## config.mk

```make
export PLATFORM = sky130hd
export DESIGN_NAME = axis_frame_fifo_flat
export DESIGN_NICKNAME = d
export VERILOG_FILES = /design/src/rtl/axis_frame_fifo_if.sv /design/src/rtl/axis_frame_fifo.sv /design/src/flat_wrapper.sv
export SDC_FILE = /design/constraint.sdc
export NUM_CORES = 1
export LEC_CHECK = 0
export BUFFER_PORTS_ARGS = -buffer_cell sky130_fd_sc_hd__buf_2
export CORE_ASPECT_RATIO = 1.1
export CORE_UTILIZATION = 61
export DETAILED_ROUTE_END_ITERATION = 10
export HOLD_SLACK_MARGIN = 0.02
export MAX_ROUTING_LAYER = met4
export PLACE_DENSITY = 0.77
export RECOVER_POWER = 25
export SLEW_MARGIN = 40
export SYNTH_ARGS = -nofsm -noshare
export SYNTH_HDL_FRONTEND = slang
export SYNTH_SLANG_ARGS = --single-unit
```

## constraint.sdc

```tcl
create_clock -name i_clk -period 4.4 [get_ports i_clk]
set_clock_uncertainty 0.2 [all_clocks]
set_input_delay 0.88 -clock i_clk [delete_from_list [all_inputs] [get_ports i_clk]]
set_output_delay 0.88 -clock i_clk [all_outputs]
set_load 0.03 [all_outputs]
```

## src/rtl/axis_frame_fifo_if.sv

```systemverilog
// -----------------------------------------------------------------------------
// axis_frame_fifo_if
// AXI-stream bundle used on both sides of axis_frame_fifo.
//   tdata  : payload word
//   tvalid : source has a beat
//   tready : sink accepts the beat
//   tlast  : last beat of a frame
//   tuser  : sideband; bit 0 marks a bad frame on the tlast beat
// Modports: master drives the stream, slave receives it.
// -----------------------------------------------------------------------------
interface axis_frame_fifo_if #(
   parameter int unsigned DATA_W = 8,
   parameter int unsigned USER_W = 1
);
   logic [DATA_W-1:0] tdata;
   logic              tvalid;
   logic              tready;
   logic              tlast;
   logic [USER_W-1:0] tuser;

   modport master (output tdata, output tvalid, output tlast, output tuser, input tready);
   modport slave  (input tdata, input tvalid, input tlast, input tuser, output tready);
endinterface

```

## src/rtl/axis_frame_fifo.sv

```systemverilog
// -----------------------------------------------------------------------------
// axis_frame_fifo
// AXI-stream FIFO with optional frame mode: words become readable only once
// their frame's tlast is accepted, so partial or flagged frames never leave.
// Ports:
//   i_clk, i_rst             : clock, synchronous active-high reset
//   s_axis (slave)           : input stream (tdata, tvalid, tready, tlast, tuser[0])
//   m_axis (master)          : output stream (tdata, tvalid, tlast; tuser = 0)
//   o_status_depth           : accepted words not yet read (incl. uncommitted)
//   o_status_depth_commit    : committed words not yet read
//   o_status_almost_full     : o_status_depth >= AFULL_LEVEL
//   o_status_almost_empty    : o_status_depth_commit <= AEMPTY_LEVEL
//   o_status_overflow        : pulse, beat/frame discarded for lack of space
//   o_status_bad_frame       : pulse, frame discarded because of tuser[0]
//   o_status_good_frame      : pulse, frame committed (frame mode)
// -----------------------------------------------------------------------------
module axis_frame_fifo #(
   parameter int unsigned DEPTH          = 16,
   parameter int unsigned DATA_W         = 8,
   parameter bit          FRAME_FIFO     = 1'b1,
   parameter bit          DROP_OVERSIZE  = 1'b1,
   parameter bit          DROP_BAD_FRAME = 1'b1,
   parameter bit          DROP_WHEN_FULL = 1'b0,
   parameter int unsigned AFULL_LEVEL    = DEPTH - 2,
   parameter int unsigned AEMPTY_LEVEL   = 2
) (
   input  logic                    i_clk,
   input  logic                    i_rst,
   axis_frame_fifo_if.slave        s_axis,
   axis_frame_fifo_if.master       m_axis,
   output logic [$clog2(DEPTH):0]  o_status_depth,
   output logic [$clog2(DEPTH):0]  o_status_depth_commit,
   output logic                    o_status_almost_full,
   output logic                    o_status_almost_empty,
   output logic                    o_status_overflow,
   output logic                    o_status_bad_frame,
   output logic                    o_status_good_frame
);

   localparam int unsigned AW = $clog2(DEPTH);
   localparam int unsigned PW = AW + 1;

   typedef enum logic [1:0] {StIdle, StWrite, StDrop} state_e;

   logic [DATA_W-1:0] r_mem_data [DEPTH];
   logic              r_mem_last [DEPTH];

   // r_fetch_ptr moves when a word enters the output register; r_rd_ptr moves
   // on the output handshake, so the output register counts toward occupancy.
   logic [PW-1:0]     r_wr_ptr, r_commit_ptr, r_fetch_ptr, r_rd_ptr;
   state_e            r_state;
   logic              r_s_ready;
   logic              r_out_valid, r_out_last;
   logic [DATA_W-1:0] r_out_data;
   logic [PW-1:0]     r_depth, r_depth_commit;
   logic              r_afull, r_aempty, r_overflow, r_bad, r_good;

   logic          w_s_hs, w_m_hs, w_full, w_load, w_store;
   logic          w_ovf, w_bad, w_good, w_full_d, w_oversize_d, w_ready_d;
   logic [PW-1:0] w_wr_d, w_commit_d, w_fetch_d, w_rd_d, w_depth_d, w_depth_commit_d;
   state_e        w_state_d;

   assign w_s_hs = s_axis.tvalid && r_s_ready;
   assign w_m_hs = r_out_valid && m_axis.tready;
   assign w_full = (r_wr_ptr - r_rd_ptr) == PW'(DEPTH);
   assign w_load = (!r_out_valid || m_axis.tready) && (r_commit_ptr != r_fetch_ptr);

   always_comb begin
      w_wr_d     = r_wr_ptr;
      w_commit_d = r_commit_ptr;
      w_state_d  = r_state;
      w_store    = 1'b0;
      w_ovf      = 1'b0;
      w_bad      = 1'b0;
      w_good     = 1'b0;
      if (w_s_hs) begin
         if (FRAME_FIFO) begin
            if (r_state == StDrop) begin
               if (s_axis.tlast) w_state_d = StIdle;
            end else if (w_full) begin
               // Only reachable via DROP_WHEN_FULL or an oversize frame: the
               // whole frame goes, including anything stored so far.
               w_wr_d    = r_commit_ptr;
               w_ovf     = 1'b1;
               w_state_d = s_axis.tlast ? StIdle : StDrop;
            end else begin
               w_store = 1'b1;
               w_wr_d  = r_wr_ptr + 1'b1;
               if (s_axis.tlast) begin
                  w_state_d = StIdle;
                  if (s_axis.tuser[0] && DROP_BAD_FRAME) begin
                     w_wr_d = r_commit_ptr;
                     w_bad  = 1'b1;
                  end else begin
                     w_commit_d = r_wr_ptr + 1'b1;
                     w_good     = 1'b1;
                  end
               end else begin
                  w_state_d = StWrite;
               end
            end
         end else if (w_full) begin
            w_ovf = 1'b1;
         end else begin
            w_store    = 1'b1;
            w_wr_d     = r_wr_ptr + 1'b1;
            w_commit_d = r_wr_ptr + 1'b1;
         end
      end
   end

   assign w_fetch_d        = r_fetch_ptr + {{(PW-1){1'b0}}, w_load};
   assign w_rd_d           = r_rd_ptr + {{(PW-1){1'b0}}, w_m_hs};
   assign w_depth_d        = w_wr_d - w_rd_d;
   assign w_depth_commit_d = w_commit_d - w_rd_d;
   assign w_full_d         = w_depth_d == PW'(DEPTH);
   // A frame filling the whole buffer must still be allowed one more beat so
   // it can be recognised as oversize and dropped instead of deadlocking.
   assign w_oversize_d     = FRAME_FIFO && DROP_OVERSIZE
                             && ((w_wr_d - w_commit_d) == PW'(DEPTH));
   assign w_ready_d        = !w_full_d || DROP_WHEN_FULL || (w_state_d == StDrop)
                             || w_oversize_d;

   always_ff @(posedge i_clk) begin
      if (i_rst) begin
         r_wr_ptr       <= '0;
         r_commit_ptr   <= '0;
         r_fetch_ptr    <= '0;
         r_rd_ptr       <= '0;
         r_state        <= StIdle;
         r_s_ready      <= 1'b0;
         r_out_valid    <= 1'b0;
         r_out_data     <= '0;
         r_out_last     <= 1'b0;
         r_depth        <= '0;
         r_depth_commit <= '0;
         r_afull        <= 1'b0;
         r_aempty       <= 1'b1;
         r_overflow     <= 1'b0;
         r_bad          <= 1'b0;
         r_good         <= 1'b0;
      end else begin
         if (w_store) begin
            r_mem_data[r_wr_ptr[AW-1:0]] <= s_axis.tdata;
            r_mem_last[r_wr_ptr[AW-1:0]] <= s_axis.tlast;
         end
         if (w_load) begin
            r_out_valid <= 1'b1;
            r_out_data  <= r_mem_data[r_fetch_ptr[AW-1:0]];
            r_out_last  <= r_mem_last[r_fetch_ptr[AW-1:0]];
         end else if (m_axis.tready) begin
            r_out_valid <= 1'b0;
         end
         r_wr_ptr       <= w_wr_d;
         r_commit_ptr   <= w_commit_d;
         r_fetch_ptr    <= w_fetch_d;
         r_rd_ptr       <= w_rd_d;
         r_state        <= w_state_d;
         r_s_ready      <= w_ready_d;
         r_depth        <= w_depth_d;
         r_depth_commit <= w_depth_commit_d;
         r_afull        <= 32'(w_depth_d) >= AFULL_LEVEL;
         r_aempty       <= 32'(w_depth_commit_d) <= AEMPTY_LEVEL;
         r_overflow     <= w_ovf;
         r_bad          <= w_bad;
         r_good         <= w_good;
      end
   end

   assign s_axis.tready = r_s_ready;
   assign m_axis.tvalid = r_out_valid;
   assign m_axis.tdata  = r_out_data;
   assign m_axis.tlast  = r_out_last;
   assign m_axis.tuser  = '0;

   assign o_status_depth        = r_depth;
   assign o_status_depth_commit = r_depth_commit;
   assign o_status_almost_full  = r_afull;
   assign o_status_almost_empty = r_aempty;
   assign o_status_overflow     = r_overflow;
   assign o_status_bad_frame    = r_bad;
   assign o_status_good_frame   = r_good;

endmodule

```

## src/flat_wrapper.sv

```systemverilog
// flat-port wrapper written by rule: the top's interface ports become plain ports
module axis_frame_fifo_flat 
#(
   parameter int unsigned DEPTH          = 16,
   parameter int unsigned DATA_W         = 8,
   parameter bit          FRAME_FIFO     = 1'b1,
   parameter bit          DROP_OVERSIZE  = 1'b1,
   parameter bit          DROP_BAD_FRAME = 1'b1,
   parameter bit          DROP_WHEN_FULL = 1'b0,
   parameter int unsigned AFULL_LEVEL    = DEPTH - 2,
   parameter int unsigned AEMPTY_LEVEL   = 2
)
  (i_clk, i_rst, o_status_depth, o_status_depth_commit, o_status_almost_full, o_status_almost_empty, o_status_overflow, o_status_bad_frame, o_status_good_frame, s_axis_tdata, s_axis_tvalid, s_axis_tlast, s_axis_tuser, s_axis_tready, m_axis_tdata, m_axis_tvalid, m_axis_tlast, m_axis_tuser, m_axis_tready);
  axis_frame_fifo_if #(.DATA_W(DATA_W)) s_axis_i ();
  axis_frame_fifo_if #(.DATA_W(DATA_W)) m_axis_i ();
  input  logic i_clk;
  input  logic i_rst;
  output logic [$clog2(DEPTH):0] o_status_depth;
  output logic [$clog2(DEPTH):0] o_status_depth_commit;
  output logic o_status_almost_full;
  output logic o_status_almost_empty;
  output logic o_status_overflow;
  output logic o_status_bad_frame;
  output logic o_status_good_frame;
  input wire logic [$bits(s_axis_i.tdata)-1:0] s_axis_tdata;
  input wire logic [$bits(s_axis_i.tvalid)-1:0] s_axis_tvalid;
  input wire logic [$bits(s_axis_i.tlast)-1:0] s_axis_tlast;
  input wire logic [$bits(s_axis_i.tuser)-1:0] s_axis_tuser;
  output wire logic [$bits(s_axis_i.tready)-1:0] s_axis_tready;
  output wire logic [$bits(m_axis_i.tdata)-1:0] m_axis_tdata;
  output wire logic [$bits(m_axis_i.tvalid)-1:0] m_axis_tvalid;
  output wire logic [$bits(m_axis_i.tlast)-1:0] m_axis_tlast;
  output wire logic [$bits(m_axis_i.tuser)-1:0] m_axis_tuser;
  input wire logic [$bits(m_axis_i.tready)-1:0] m_axis_tready;
  assign s_axis_i.tdata = s_axis_tdata;
  assign s_axis_i.tvalid = s_axis_tvalid;
  assign s_axis_i.tlast = s_axis_tlast;
  assign s_axis_i.tuser = s_axis_tuser;
  assign s_axis_tready = s_axis_i.tready;
  assign m_axis_tdata = m_axis_i.tdata;
  assign m_axis_tvalid = m_axis_i.tvalid;
  assign m_axis_tlast = m_axis_i.tlast;
  assign m_axis_tuser = m_axis_i.tuser;
  assign m_axis_i.tready = m_axis_tready;
  axis_frame_fifo #(.DEPTH(DEPTH), .DATA_W(DATA_W), .FRAME_FIFO(FRAME_FIFO), .DROP_OVERSIZE(DROP_OVERSIZE), .DROP_BAD_FRAME(DROP_BAD_FRAME), .DROP_WHEN_FULL(DROP_WHEN_FULL), .AFULL_LEVEL(AFULL_LEVEL), .AEMPTY_LEVEL(AEMPTY_LEVEL)) u_core (.i_clk(i_clk), .i_rst(i_rst), .s_axis(s_axis_i), .m_axis(m_axis_i), .o_status_depth(o_status_depth), .o_status_depth_commit(o_status_depth_commit), .o_status_almost_full(o_status_almost_full), .o_status_almost_empty(o_status_almost_empty), .o_status_overflow(o_status_overflow), .o_status_bad_frame(o_status_bad_frame), .o_status_good_frame(o_status_good_frame));
endmodule
```

# Word-level counts from Yosys, hierarchy flattened
# Memories as Yosys holds them, arrays and structs flattened. A register that Yosys moved wholly into a read port is not among the register bits.
# Index checks and enable logic that the tools add are counted.
[op_classes]
bitwise = 2
eq_ne = 6
magnitude_cmp = 2
n_reduce_logical = 11
mux = 26
addsub = 7
[op_table]
columns = ["operator", "count"]
rows = [
  ["$mux 5", 9],
  ["$sub 5x5->5", 4],
  ["$eq 5x5->1 const B", 3],
  ["$mux 1", 12],
  ["$add 5x1->5", 2],
  ["$mux 2", 5],
  ["$add 5x1->5 const B", 1],
  ["$ge 5x4->1 const B", 1],
  ["$le 5x2->1 const B", 1],
  ["$ne 5x5->1", 1],
  ["$reduce_or 5->1", 1],
  ["$eq 2x2->1 const B", 2],
  ["$logic_and 1x1->1", 3],
  ["$logic_or 1x1->1", 3],
  ["$reduce_or 3->1", 1],
  ["$logic_not 1->1", 2],
  ["$not 1->1", 2],
  ["$reduce_bool 2->1", 1],
]
[word_totals]
register_bits = 39
n_memories = 2
mem_bits_rw = 144
[memory_table]
columns = ["memory", "depth", "width", "rd", "rd_ports_with_merged_regs", "write_ports", "line", "rtl"]
rows = [
  ["u_core.r_mem_data", 16, 8, 1, 1, 1, "axis_frame_fifo.sv:45", "logic [DATA_W-1:0] r_mem_data [DEPTH];"],
  ["u_core.r_mem_last", 16, 1, 1, 1, 1, "axis_frame_fifo.sv:46", "logic r_mem_last [DEPTH];"],
]

# Longest topological paths before layout
# Gate-level depths: netlist (run 1).
[depth]
ltp_word = 11
depth_mapped = 18
ltp_nobuf = 18

# Worst setup path before layout (run 1)
# No wires, ideal clock.
[synth_timing]
path_type = "input -> register"
startpoint = "in s_axis_tvalid"
endpoint = "reg u_core.r_s_ready, in the netlist u_core.s_axis.tready"
setup_time_ns = 0.059
path_buffers = 0
arrival_time_ns = 3.473
stages = 15
setup_slack_ns = 0.669
path_cell_list = "nand2_1 > nor2_1 > nand2_1 > or3_2 > o221a_2 > inv_1 > xnor2_1 > ha_1 > o21ai_0 > nand2b_1 > a21oi_1 > xnor2_1 > or4_4 > a41oi_2 > a31o_1"
[synth_between]
elab_chain_cells = 7
word_cells_on_any_way = 12
cone_classes = "add/sub (2); eq/ne (3); mux (3); reduce/logical (4)"
[synth_rtl]
columns = ["element", "line", "rtl"]
rows = [
  ["start: declaration", "flat_wrapper.sv:26", "input wire logic [$bits(s_axis_i.tvalid)-1:0] s_axis_tvalid;"],
  ["$logic_and 1x1->1 (*)", "axis_frame_fifo.sv:63", "assign w_s_hs = s_axis.tvalid && r_s_ready;"],
  ["$mux 5", "axis_frame_fifo.sv:76", "if (w_s_hs) begin"],
  ["$sub 5x5->5", "axis_frame_fifo.sv:114", "assign w_depth_d = w_wr_d - w_rd_d;"],
  ["$eq 5x5->1", "axis_frame_fifo.sv:116", "assign w_full_d = w_depth_d == PW'(DEPTH);"],
  ["$logic_not 1->1", "axis_frame_fifo.sv:121", "assign w_ready_d = !w_full_d || DROP_WHEN_FULL || (w_state_d == StDrop)"],
  ["$logic_or 1x1->1", "axis_frame_fifo.sv:121", ""],
  ["$logic_or 1x1->1 (*)", "axis_frame_fifo.sv:122", "|| w_oversize_d;"],
  ["end signal: assignment", "axis_frame_fifo.sv:159", "r_s_ready <= w_ready_d;"],
  ["end: declaration", "axis_frame_fifo.sv:52", "logic r_s_ready;"],
]
# Every way passes the cells marked *; elsewhere a longest branch is shown, timed or not.
# A chain may end at the register's enable or synchronous reset.

# Worst setup path in the final report (run 1)
[layout_timing]
startpoint = "reg u_core.r_rd_ptr[3]"
endpoint = "reg u_core.r_s_ready, in the netlist u_core.s_axis.tready"
[layout_between]
elab_chain_cells = 10
word_cells_on_any_way = 20
cone_classes = "add/sub (4); eq/ne (4); mux (9); reduce/logical (3)"
[layout_rtl]
columns = ["element", "line", "rtl"]
rows = [
  ["start: declaration", "axis_frame_fifo.sv:50", "logic [PW-1:0] r_wr_ptr, r_commit_ptr, r_fetch_ptr, r_rd_ptr;"],
  ["start signal: assignment", "axis_frame_fifo.sv:157", "r_rd_ptr <= w_rd_d;"],
  ["$sub 5x5->5", "axis_frame_fifo.sv:65", "assign w_full = (r_wr_ptr - r_rd_ptr) == PW'(DEPTH);"],
  ["$eq 5x5->1", "axis_frame_fifo.sv:65", ""],
  ["$mux 5", "axis_frame_fifo.sv:80", "end else if (w_full) begin"],
  ["$mux 5", "axis_frame_fifo.sv:78", "if (r_state == StDrop) begin"],
  ["$mux 5", "axis_frame_fifo.sv:76", ""],
  ["$sub 5x5->5", "axis_frame_fifo.sv:114", ""],
  ["$eq 5x5->1", "axis_frame_fifo.sv:116", ""],
  ["$logic_not 1->1", "axis_frame_fifo.sv:121", ""],
  ["$logic_or 1x1->1", "axis_frame_fifo.sv:121", ""],
  ["$logic_or 1x1->1 (*)", "axis_frame_fifo.sv:122", ""],
]
# Marked as above.

==> results of run 1 <==
==> power breakdown <==
part	switching (mW)	internal (mW)	total, mW	leakage, nW
clock network	0.638	0.998	1.64	0.312
registers	0.0757	2.03	2.10	1.69
logic	0.518	0.484	1.00	1.23
total	1.23	3.51	4.74	3.23
==> worst reg2reg max path, cell delays in order (launching register included) <==
cell,delay (ns)
dfxtp_1,0.33
inv_1,0.07
ha_1,0.42
nand4bb_1,0.29
mux2i_1,0.22
nor2_1,0.14
or3_2,0.51
o221a_2,0.18
inv_1,0.10
xnor2_1,0.07
ha_1,0.21
o21ai_0,0.25
nand2b_1,0.09
a21oi_1,0.17
xnor2_1,0.10
or4_4,0.44
a41oi_2,0.17
a31o_1,0.12
==> cells by family after synthesis <==
| family | after synthesis | synth area share, % |
|---|---|---|
| flops | 192 | 65.33 |
| buf+inv | 34 | 1.701 |
| simple gates | 128 | 8.259 |
| compound gates | 40 | 3.542 |
| fa+ha+maj | 25 | 3.959 |
| mux | 60 | 14.46 |
| other cells | 1 | 0.04635 |
| xor+xnor | 25 | 2.706 |
==> routing by layer <==
metal	vias to the layer above	share of wire, %
li1	2031	-
met1	2283	41
met2	169	50
met3	33	6.0
met4	0	3.0
met5	-	0
==> stage by stage <==
stage / util (%) / setup slack [ns]
6_report: 71.46 / 0.2728
5_1_grt: 71.46 / 0.01541
4_1_cts: 71.44 / 0.1203
3_5_place_dp: 66.49 / 0.1726
3_3_place_gp: 66.49 / 0.2886
2_1_floorplan: - / 0.6686
==> Yosys cell counts (2+ instances only) <==
cell / n / share of area [%]
edfxtp_1: 144 / 53
nor2_1: 50 / 2.3
dfxtp_1: 48 / 12
mux4_2: 45 / 13
ha_1: 24 / 3.7
inv_1: 16 / 0.74
xnor2_1: 15 / 1.6
a21oi_1: 13 / 0.80
mux2i_1: 13 / 1.6
and3_1: 12 / 0.93
nand2_1: 12 / 0.56
nor2b_1: 11 / 0.85
xor2_1: 10 / 1.1
clkbuf_1: 9 / 0.42
nand3_1: 9 / 0.56
and2_1: 8 / 0.62
o21ai_0: 8 / 0.49
nor3_1: 7 / 0.43
buf_2: 5 / 0.31
nand2b_1: 5 / 0.39
a21o_1: 4 / 0.37
or3_1: 4 / 0.31
buf_1: 3 / 0.14
a211oi_2: 2 / 0.31
==> final timing paths <==
kind / to / slack, ns / cells after the start
setup / recovery: u_core.s_axis.tready$_SDFF_PP0_ / 0.27 / 17
hold / removal: u_core.m_axis.tdata[4]$_SDFFE_PP0P_ / 0.29 / 2
hold reg to reg: u_core.m_axis.tdata[4]$_SDFFE_PP0P_ / 0.29 / 2
setup reg to reg: u_core.s_axis.tready$_SDFF_PP0_ / 0.27 / 17
==> final cells by class <==
class	instances	area, um^2
flip-flops and latches	192	5288
fillers	806	3640
multi-input cells	279	2675
clock buffers	23	478.0
repair buffers	47	259.0
well taps	157	196.4
clock inverters	9	152.6
inverters	16	60.06
diodes	1	2.502
==> flip-flops by register name, indices dropped and copies added (netlist names), 2 cells and up <==
name / flops
u_core.r_commit_ptr: 5
u_core.m_axis.tdata: 8
u_core.r_mem_last: 16
u_core.r_mem_data: 128
u_core.r_wr_ptr: 5
u_core.o_status_depth: 5
u_core.o_status_depth_commit: 5
u_core.r_rd_ptr: 5
u_core.r_state: 2
u_core.r_fetch_ptr: 5
==> what timing repair did <==
| item | 4_1_cts | 5_1_grt |
|---|---|---|
| hold endpoints to repair | 0 | 0 |
| gates resized for setup | 0 | 3 |
| setup endpoints to repair | 0 | 4 |
==> results.md, run 1 <==
- Area grow syn2layout: 12.62%
- Root Buffer: clkbuf_16
- Number of synthesis warnings: 0
- Worst Path Arrival: approximately 4.3 ns
- CP cell instances: inv_1 -> ha_1 -> nand4bb_1 -> mux2i_1 -> nor2_1 -> or3_2 -> o221a_2 -> inv_1 -> xnor2_1 -> ha_1 -> o21ai_0 -> nand2b_1 -> a21oi_1 -> xnor2_1 -> or4_4 -> a41oi_2 -> a31o_1
- TritonCTS clock tree: yes
- Seq/Total Area, Yosys: 65.33%
- Final setup fails: 0
- Most common cell after layout, fill and taps aside: edfxtp_1
- Mapped cell area: 8090 um^2
- Hold Vio Cnt, Final: 0
- Post-DP HPWL: 10.66 mm
- Mean post-synth cell area: 16.02 um^2
- RSZ-0062 raised after global routing: false
- IO Pins: 41
- Starting density of the core: 63.45%
- Vias in the first global route: 4,377
- Worst Setup End Kind: register
- Crit path max fanout: 7
- Pre-antenna DRT Iters: 8
- Cell count after synthesis: between 500 and 600
- GRT met3 Usage: between 5 and 6%
- Clock-pin slew on the worst setup and hold paths: 0.07 ns
- Antenna violations before repair: 1
- Hold Crit Class: reg -> reg
- First-pass GRT wire length: 25.21 mm
- Post-route ant nets: 0
- Buf/Inv on CP: 2
- GR Overflow Total: 0
- Max Cap Viol: 0
- Die width: 111.8 um
- Pwr/cell area: around 520 nW/um^2
- Worst Setup SP: u_core.r_rd_ptr[3]$_SDFF_PP0_
- Final nets: 592
- Hold bufs inserted after CTS: 0
- #FFs+latches synth: 192
- Wire per inst: 23.32 um
- DRC: 5
- Share of cells above drive strength 1: 22.97%
- Placed cells: 691
- GRT busiest layer: met2
- Die height: 122.8 um
- Delay-heaviest family, CP: simple AND/OR/NAND/NOR gates
- Worst EP required: 4.58 ns
- Average vias per placed instance: ~6.2
- Fmax: between 200 and 250 MHz
- Critical Path Source Type: register
- Biggest cell delay along the critical path: 0.51 ns
- Design Area, Final: roughly 9100 um^2
- Fin. max-slew vios: 0
- DRT iter0 DRCs: a little under 400
- Tot Pwr: 4.739 mW
- CTS buffer count: 17
- Fin cells: 724
- Main synth FF type: edfxtp_1
- Leakage Power: 3.229 nW
- Slew at the pin with the worst max-slew slack: 0.7576 ns
- Kind of critical path: reg -> reg
- Via Count: 4,516
- Worst-Skew Late Latency: roughly 0.43 ns
- Routing usage on met1: 34.15%
- Die area: 13,730 um^2
- Synth cell types: 52
- Post-placement cell area: 8478 um^2
- Max rail drop VDD: 384.1 uV
- Period minus WS final: 4.127 ns
- Slowest cell on the critical path: or3_2
- GRT Overall Usage: 27.36%
- Clock sinks: approximately 190
- Slew margin rel.: slightly below 50%
- EDFF count, synth: 144
- Clock buffer depth: 2
- Final GP Congestion: 0.8469
- Core box area: approximately 13,000 um^2
- Setup TNS: 0 ns
- # Post-CTS Setup Buffers: 0
- Met2 GRT Util: 43.94%
- Largest net degree at the start of global routing: 48
- Worst Hold Margin: 0.2944 ns
- R2R Path Start: u_core.r_rd_ptr[3]$_SDFF_PP0_
- Final Cycle Share: between 90% and 100%
- FP Rows: 43
- Syn nets: 544
- H-tree levels: 4
- Total routed wirelength: 16.89 mm
- Most frequent cells in the layout: edfxtp_1, nor2_1, dfxtp_1
- Status: finished, violations left
- I/O Buffers: 39
- Async set-or-reset flop fraction in the synthesized netlist: 0%
- Worst Hold Launch: u_core.m_axis.tdata[4]$_SDFFE_PP0P_
- Failing checks: design-rule violations
(Power assumes the default switching activity.)
==> run 2, diff against run 1 <==
CTS_BUF_LIST = sky130_fd_sc_hd__clkbuf_16   (was unset)
==> run 2 against run 1 <==
Net effect: the run still ends with design-rule violations left; worst hold slack barely moved; highest routed layer unchanged; largest power group unchanged; routed wire length fell by 0.50%; register-to-register slack improved by 0.03 ns; clock power fell by 4%; largest cell class unchanged; worst setup slack improved by 0.030 ns; total power fell by 1.3%.
==> results.md, run 2 (synthesis results as in run 1) <==
- Die height: 122.8 um
- Worst-Skew Late Latency: 0.43 ns
- Vias in the first global route: 4,385
- Most common cell after layout, fill and taps aside: edfxtp_1
- Via Count: between 4,000 and 5,000
- Core box area: 12,750 um^2
- CP cell instances: inv_1 -> ha_1 -> nand4bb_1 -> mux2i_1 -> nor2_1 -> or3_2 -> o221a_2 -> inv_1 -> xnor2_1 -> ha_1 -> o21ai_0 -> nand2b_1 -> a21oi_1 -> xnor2_1 -> or4_4 -> a41oi_2 -> a31o_1
- Final setup fails: 0
- Final GP Congestion: between 0.8 and 0.9
- Hold bufs inserted after CTS: 0
- Die width: 111.8 um
- CTS buffer count: 17
- Max rail drop VDD: between 300 and 400 uV
- Starting density of the core: 63.45%
- Area grow syn2layout: 12.25%
- Antenna violations before repair: 1
- Worst Setup End Kind: register
- Fin. max-slew vios: 0
- Max Cap Viol: 0
- Total routed wirelength: 16.80 mm
- Pwr/cell area: between 500 and 600 nW/um^2
- Final nets: 592
- Kind of critical path: reg -> reg
- Share of cells above drive strength 1: 22.44%
- Wire per inst: 23.21 um
- WHS Path Cells: 2
- TritonCTS clock tree: yes
- Failing checks: design-rule violations
- Slowest cell on the critical path: or3_2
- DRC: 5
- Post-DP HPWL: approximately 11 mm
- Buf/Inv on CP: 2
- Period minus WS final: 4.098 ns
- Largest register FFs: 128
- Clock-pin slew on the worst setup and hold paths: 0.07 ns
- Worst EP required: roughly 4.6 ns
- GR Overflow Total: 0
- RSZ-0062 raised after global routing: false
- Final Cycle Share: between 90% and 100%
- Post-route ant nets: 0
- H-tree levels: 4
- IO Pins: 41
- CTS resizes: 0
- Setup TNS: 0 ns
- Clock sinks: 192
- Worst Hold Margin: 0.2945 ns
- Status: finished, violations left
- Slew at the pin with the worst max-slew slack: roughly 0.76 ns
- Die area: 13,730 um^2
- FP Rows: 43
- Root Buffer: clkbuf_16
- Hold Crit Class: reg -> reg
- Hold Vio Cnt, Final: 0
- CP Depth: 17
- Delay-heaviest family, CP: simple AND/OR/NAND/NOR gates
- Pre-antenna DRT Iters: 8
- Largest net degree at the start of global routing: 48
- Fmax: 244.0 MHz
- Biggest cell delay along the critical path: 0.51 ns
- Slew margin rel.: between 40% and 50%
- Leakage Power: 3.225 nW
- Clock power share: between 30% and 40%
- Sw Ratio: a little over a quarter
- Most frequent cells in the layout: edfxtp_1, nor2_1, dfxtp_1
- Sw Pwr: 1.227 mW
- Worst Path Arrival: 4.27 ns
- I/O Buffers: 39
- DRT iter0 DRCs: 394
- # Post-CTS Setup Buffers: 0
- Seq pwr share: 45.0%
- Clock buffer depth: 2
- Final core occ: 71.22%
- Critical Path Source Type: register
- Crit path max fanout: 7
- Tot Pwr: 4.675 mW
- Average vias per placed instance: 6.214
- Logic pwr share: 21.4%
- Internal power: 3.448 mW
- First-pass GRT wire length: roughly 25 mm
- R2R depth: 17
- GRT Overall Usage: 27.36%
## run 2: changes by cell type in the layout (fill, tap and decap cells not counted), sizes merged
| cell | delta |
|---|---|
| clkbuf | -6 |
| clkinv | +3 |
| inv | +3 |
## run 2: power groups by stage
stage	clock (mW)	sequential, mW	combinational (mW)
after floorplan	0	2.21	0.675
after global placement	0	2.14	0.987
after detailed placement	0	2.14	1.00
after CTS	1.58	2.11	1.01
after global routing	1.66	2.12	1.08
final	1.57	2.10	1.00
## run 2: area by class of cell
cell class / instances / area [um^2]
Sequential cell: 192 / 5288
Fill cell: 813 / 3670
Multi-Input combinational cell: 279 / 2675
Clock buffer: 17 / 425.4
Timing Repair Buffer: 47 / 259.0
Tap cell: 157 / 196.4
Clock inverter: 15 / 175.2
Inverter: 16 / 60.06
Antenna cell: 1 / 2.502
## run 2: path summary, 6_finish.rpt
kind	startpoint	end	slack, ns
setup reg to reg	u_core.r_rd_ptr[3]$_SDFF_PP0_	u_core.s_axis.tready$_SDFF_PP0_	0.30
hold / removal	u_core.m_axis.tdata[4]$_SDFFE_PP0P_	u_core.m_axis.tdata[4]$_SDFFE_PP0P_	0.29
setup / recovery	u_core.r_rd_ptr[3]$_SDFF_PP0_	u_core.s_axis.tready$_SDFF_PP0_	0.30
hold reg to reg	u_core.m_axis.tdata[4]$_SDFFE_PP0P_	u_core.m_axis.tdata[4]$_SDFFE_PP0P_	0.29
## run 2: worst register-to-register path, delay by kind of cell, from the launching register on
kind	cells	cell delay, ns
XOR/XNOR	2	0.17
multiplexers	1	0.21
AO/OA/AOI/OAI	5	0.89
flip-flops	1	0.33
buffers and inverters	2	0.17
adder cells (fa/ha/maj)	2	0.63
AND/OR/NAND/NOR	5	1.45
## run 2: routing by layer
| metal | routed length [um] | share of wire (%) | vias up | track usage, % |
|---|---|---|---|---|
| li1 | - | - | 2028 | - |
| met1 | 6853 | 41 | 2263 | 34.16 |
| met2 | 8403 | 50 | 174 | 43.94 |
| met3 | 1050 | 6.2 | 34 | 5.580 |
| met4 | 494 | 2.9 | 0 | 12.16 |
| met5 | 0 | 0 | - | - |
## run 2: stage by stage
step / std cells / area (um^2) / setup slack (ns)
6_report: 724 / 9081 / 0.3023
3_5_place_dp: 691 / 8478 / 0.1726
3_3_place_gp: 691 / 8478 / 0.2886
4_1_cts: 723 / 9079 / 0.1203
5_1_grt: 724 / 9081 / 0.01541
2_1_floorplan: 505 / 8090 / 0.6686
==> run 3, diff against run 2 <==
CELL_PAD_IN_SITES_DETAIL_PLACEMENT = 0   (was unset)
CELL_PAD_IN_SITES_GLOBAL_PLACEMENT = 2   (was unset)
CORE_UTILIZATION = 45   (was 61)
==> run 3 against run 2 <==
Net effect: the run now ends clean; count of clock-buffer cells in the layout is 2 higher; sequential power about the same; sequential share of layout area fell by 0.62 points; total power fell by 1.5%; critical path depth increased by 1; non-clock buffer count rose by 3; cell count increased by 11%; first-iteration DRC count decreased by 32%; via count down 3.2%; die area increased by 35%; final area increased by 1.0%; global-route usage is 6.4 points lower; critical path type unchanged; critical endpoint unchanged; largest power group unchanged.
==> results.md, run 3 (synthesis results as in run 1) <==
- Status: complete, no violations
- Final GP Congestion: 0.7967
- Core box area: 17,680 um^2
- Fmax: between 200 and 250 MHz
- Final setup fails: 0
- Kind of critical path: reg -> reg
- Share of cells above drive strength 1: 23.55%
- Die area: approximately 19,000 um^2
- IO Pins: 41
- Largest register FFs: 128
- Die height: 142.6 um
- Pwr/cell area: ~500 nW/um^2
- R2R Path Start: u_core.r_rd_ptr[2]$_SDFF_PP0_
- Critical Path Source Type: register
- Setup slack, reg-to-reg: 0.37 ns
- DRT iter0 DRCs: 268
- Most frequent cell on the critical path: ha_1
- Crit path max fanout: 8
- Slew margin rel.: 52.18%
- Final Cycle Share: 91.57%
- PnR worst setup slack: about 0.37 ns
- Post-route ant nets: 0
- TritonCTS clock tree: yes
- Clock buffer depth: 2
- FF-to-FF End: u_core.s_axis.tready$_SDFF_PP0_
- GR Overflow Total: 0
- Clock sinks: 192
- Hold bufs inserted after CTS: 0
- Pre-antenna DRT Iters: 4
- Max rail drop VDD: 300.4 uV
- H-tree levels: 4
- Wire per inst: 21.61 um
- Via Count: 4,353
- Fin cells: between 800 and 900
- Clock-pin slew on the worst setup and hold paths: 0.08 ns
- Starting density of the core: 45.77%
- Placed cells: ~780
- Total routed wirelength: 17.44 mm
- Slowest cell on the critical path: or4_4
- CP endpoint: u_core.s_axis.tready$_SDFF_PP0_
- Leakage Power: 3.224 nW
- Most frequent cells in the layout: edfxtp_1, nor2_1, dfxtp_1
- N_diodes: 0
- R2R depth: 18
- FP Rows: 51
- Most common cell after layout, fill and taps aside: edfxtp_1
- First-pass GRT wire length: ~26 mm
- Hold Crit Class: reg -> reg
- Final core occ: around 52%
- Max Cap Viol: 0
- CP cell instances: inv_1 -> ha_1 -> nor2b_1 -> mux2_4 -> a211oi_2 -> nor2_2 -> nand3_1 -> o311a_1 -> ha_1 -> inv_1 -> ha_1 -> o21ai_0 -> nand2b_1 -> a21oi_1 -> xnor2_1 -> or4_4 -> a41oi_2 -> a31o_1
- Hold Vio Cnt, Final: 0
- Root Buffer: clkbuf_16
- Setup TNS: 0 ns
- CTS buffer count: 17
- GRT Overall Usage: 20.99%
- Slew at the pin with the worst max-slew slack: 0.7173 ns
- Vias in the first global route: approximately 4,400
- Setup WS pre-CTS: ~0.25 ns
- Worst Setup End Kind: register
- Die width: 129.8 um
- Largest net degree at the start of global routing: 48
- Post-DP HPWL: about 12 mm
- Area grow syn2layout: 13.42%
- Worst-Skew Late Latency: around 0.44 ns
- RSZ-0062 raised after global routing: false
- Fin. max-slew vios: 0
- Period minus WS final: 4.029 ns
- Biggest cell delay along the critical path: ~0.44 ns
- Worst EP required: ~4.6 ns
- Average vias per placed instance: 5.394
- Worst Setup SP: u_core.r_rd_ptr[2]$_SDFF_PP0_
- Antenna violations before repair: 0
- DRC: 0
- I/O Buffers: 39
- Worst Path Arrival: 4.21 ns
- Final nets: 595
## run 3: cell types whose count changed in the layout (fill, tap and decap cells not counted), sizes merged
| cell | change |
|---|---|
| bufinv | -4 |
| diode | -1 |
| clkbuf | +2 |
| inv | +3 |
| clkinv | -1 |
| buf | +3 |
## run 3: final cells by class
class | instances | area, um^2
fill | 1533 | 8499
sequential | 192 | 5286
multi-input combinational | 279 | 2673
clock buffer | 19 | 475.5
tap | 238 | 297.8
timing repair buffer | 50 | 269.0
clock inverter | 13 | 115.1
inverter | 16 | 60.06
## run 3: per-stage QoR
step / hold WS (ns) / cell area (um^2) / power [mW]
2_1_floorplan: 0.2687 / 8090 / 2.887
3_3_place_gp: 0.2694 / 8589 / 3.126
3_5_place_dp: 0.2844 / 8592 / 3.135
4_1_cts: 0.3031 / 9183 / 4.656
5_1_grt: 0.3236 / 9176 / 4.815
6_report: 0.2953 / 9176 / 4.605
## run 3: worst max-delay path, delay by kind of cell (launching register included)
kind            cells  cell delay [ns]
flops               1             0.39
xor+xnor            1             0.10
compound gates      6             1.26
buf+inv             2             0.14
fa+ha+maj           3             0.71
simple gates        5             0.84
mux                 1             0.30
## run 3: routing by layer
metal  global-route usage (%)  routed length [um]
met3                    3.897                 449
met1                    24.46                7254
met5                        -                   0
met4                    8.323                 377
met2                    35.80                9358
## run 3: worst min-delay path by stage
stage,cells after the start,endpoint,slack (ns),from
final,2,u_core.m_axis.tdata[6]$_SDFFE_PP0P_,0.30,u_core.m_axis.tdata[6]$_SDFFE_PP0P_
after floorplan,2,u_core.r_state[1]$_SDFF_PP0_,0.27,u_core.r_state[1]$_SDFF_PP0_
after global routing,2,u_core.m_axis.tlast$_SDFFE_PP0P_,0.32,u_core.m_axis.tlast$_SDFFE_PP0P_
after global placement,2,u_core.m_axis.tdata[5]$_SDFFE_PP0P_,0.27,u_core.m_axis.tdata[5]$_SDFFE_PP0P_
after CTS,2,u_core.m_axis.tdata[4]$_SDFFE_PP0P_,0.30,u_core.m_axis.tdata[4]$_SDFFE_PP0P_
after detailed placement,2,u_core.m_axis.tdata[6]$_SDFFE_PP0P_,0.28,u_core.m_axis.tdata[6]$_SDFFE_PP0P_
## run 3: power breakdown
group	switching, mW	internal, mW	leakage (nW)
sequential	0.0755	2.02	1.69
clock	0.721	0.814	0.294
combinational	0.504	0.466	1.24
total	1.30	3.30	3.22
## run 3: timing repair
action                     in CTS  in global routing
buffers inserted                0                  0
resized for setup               0                  1
setup endpoints to repair       0                  3
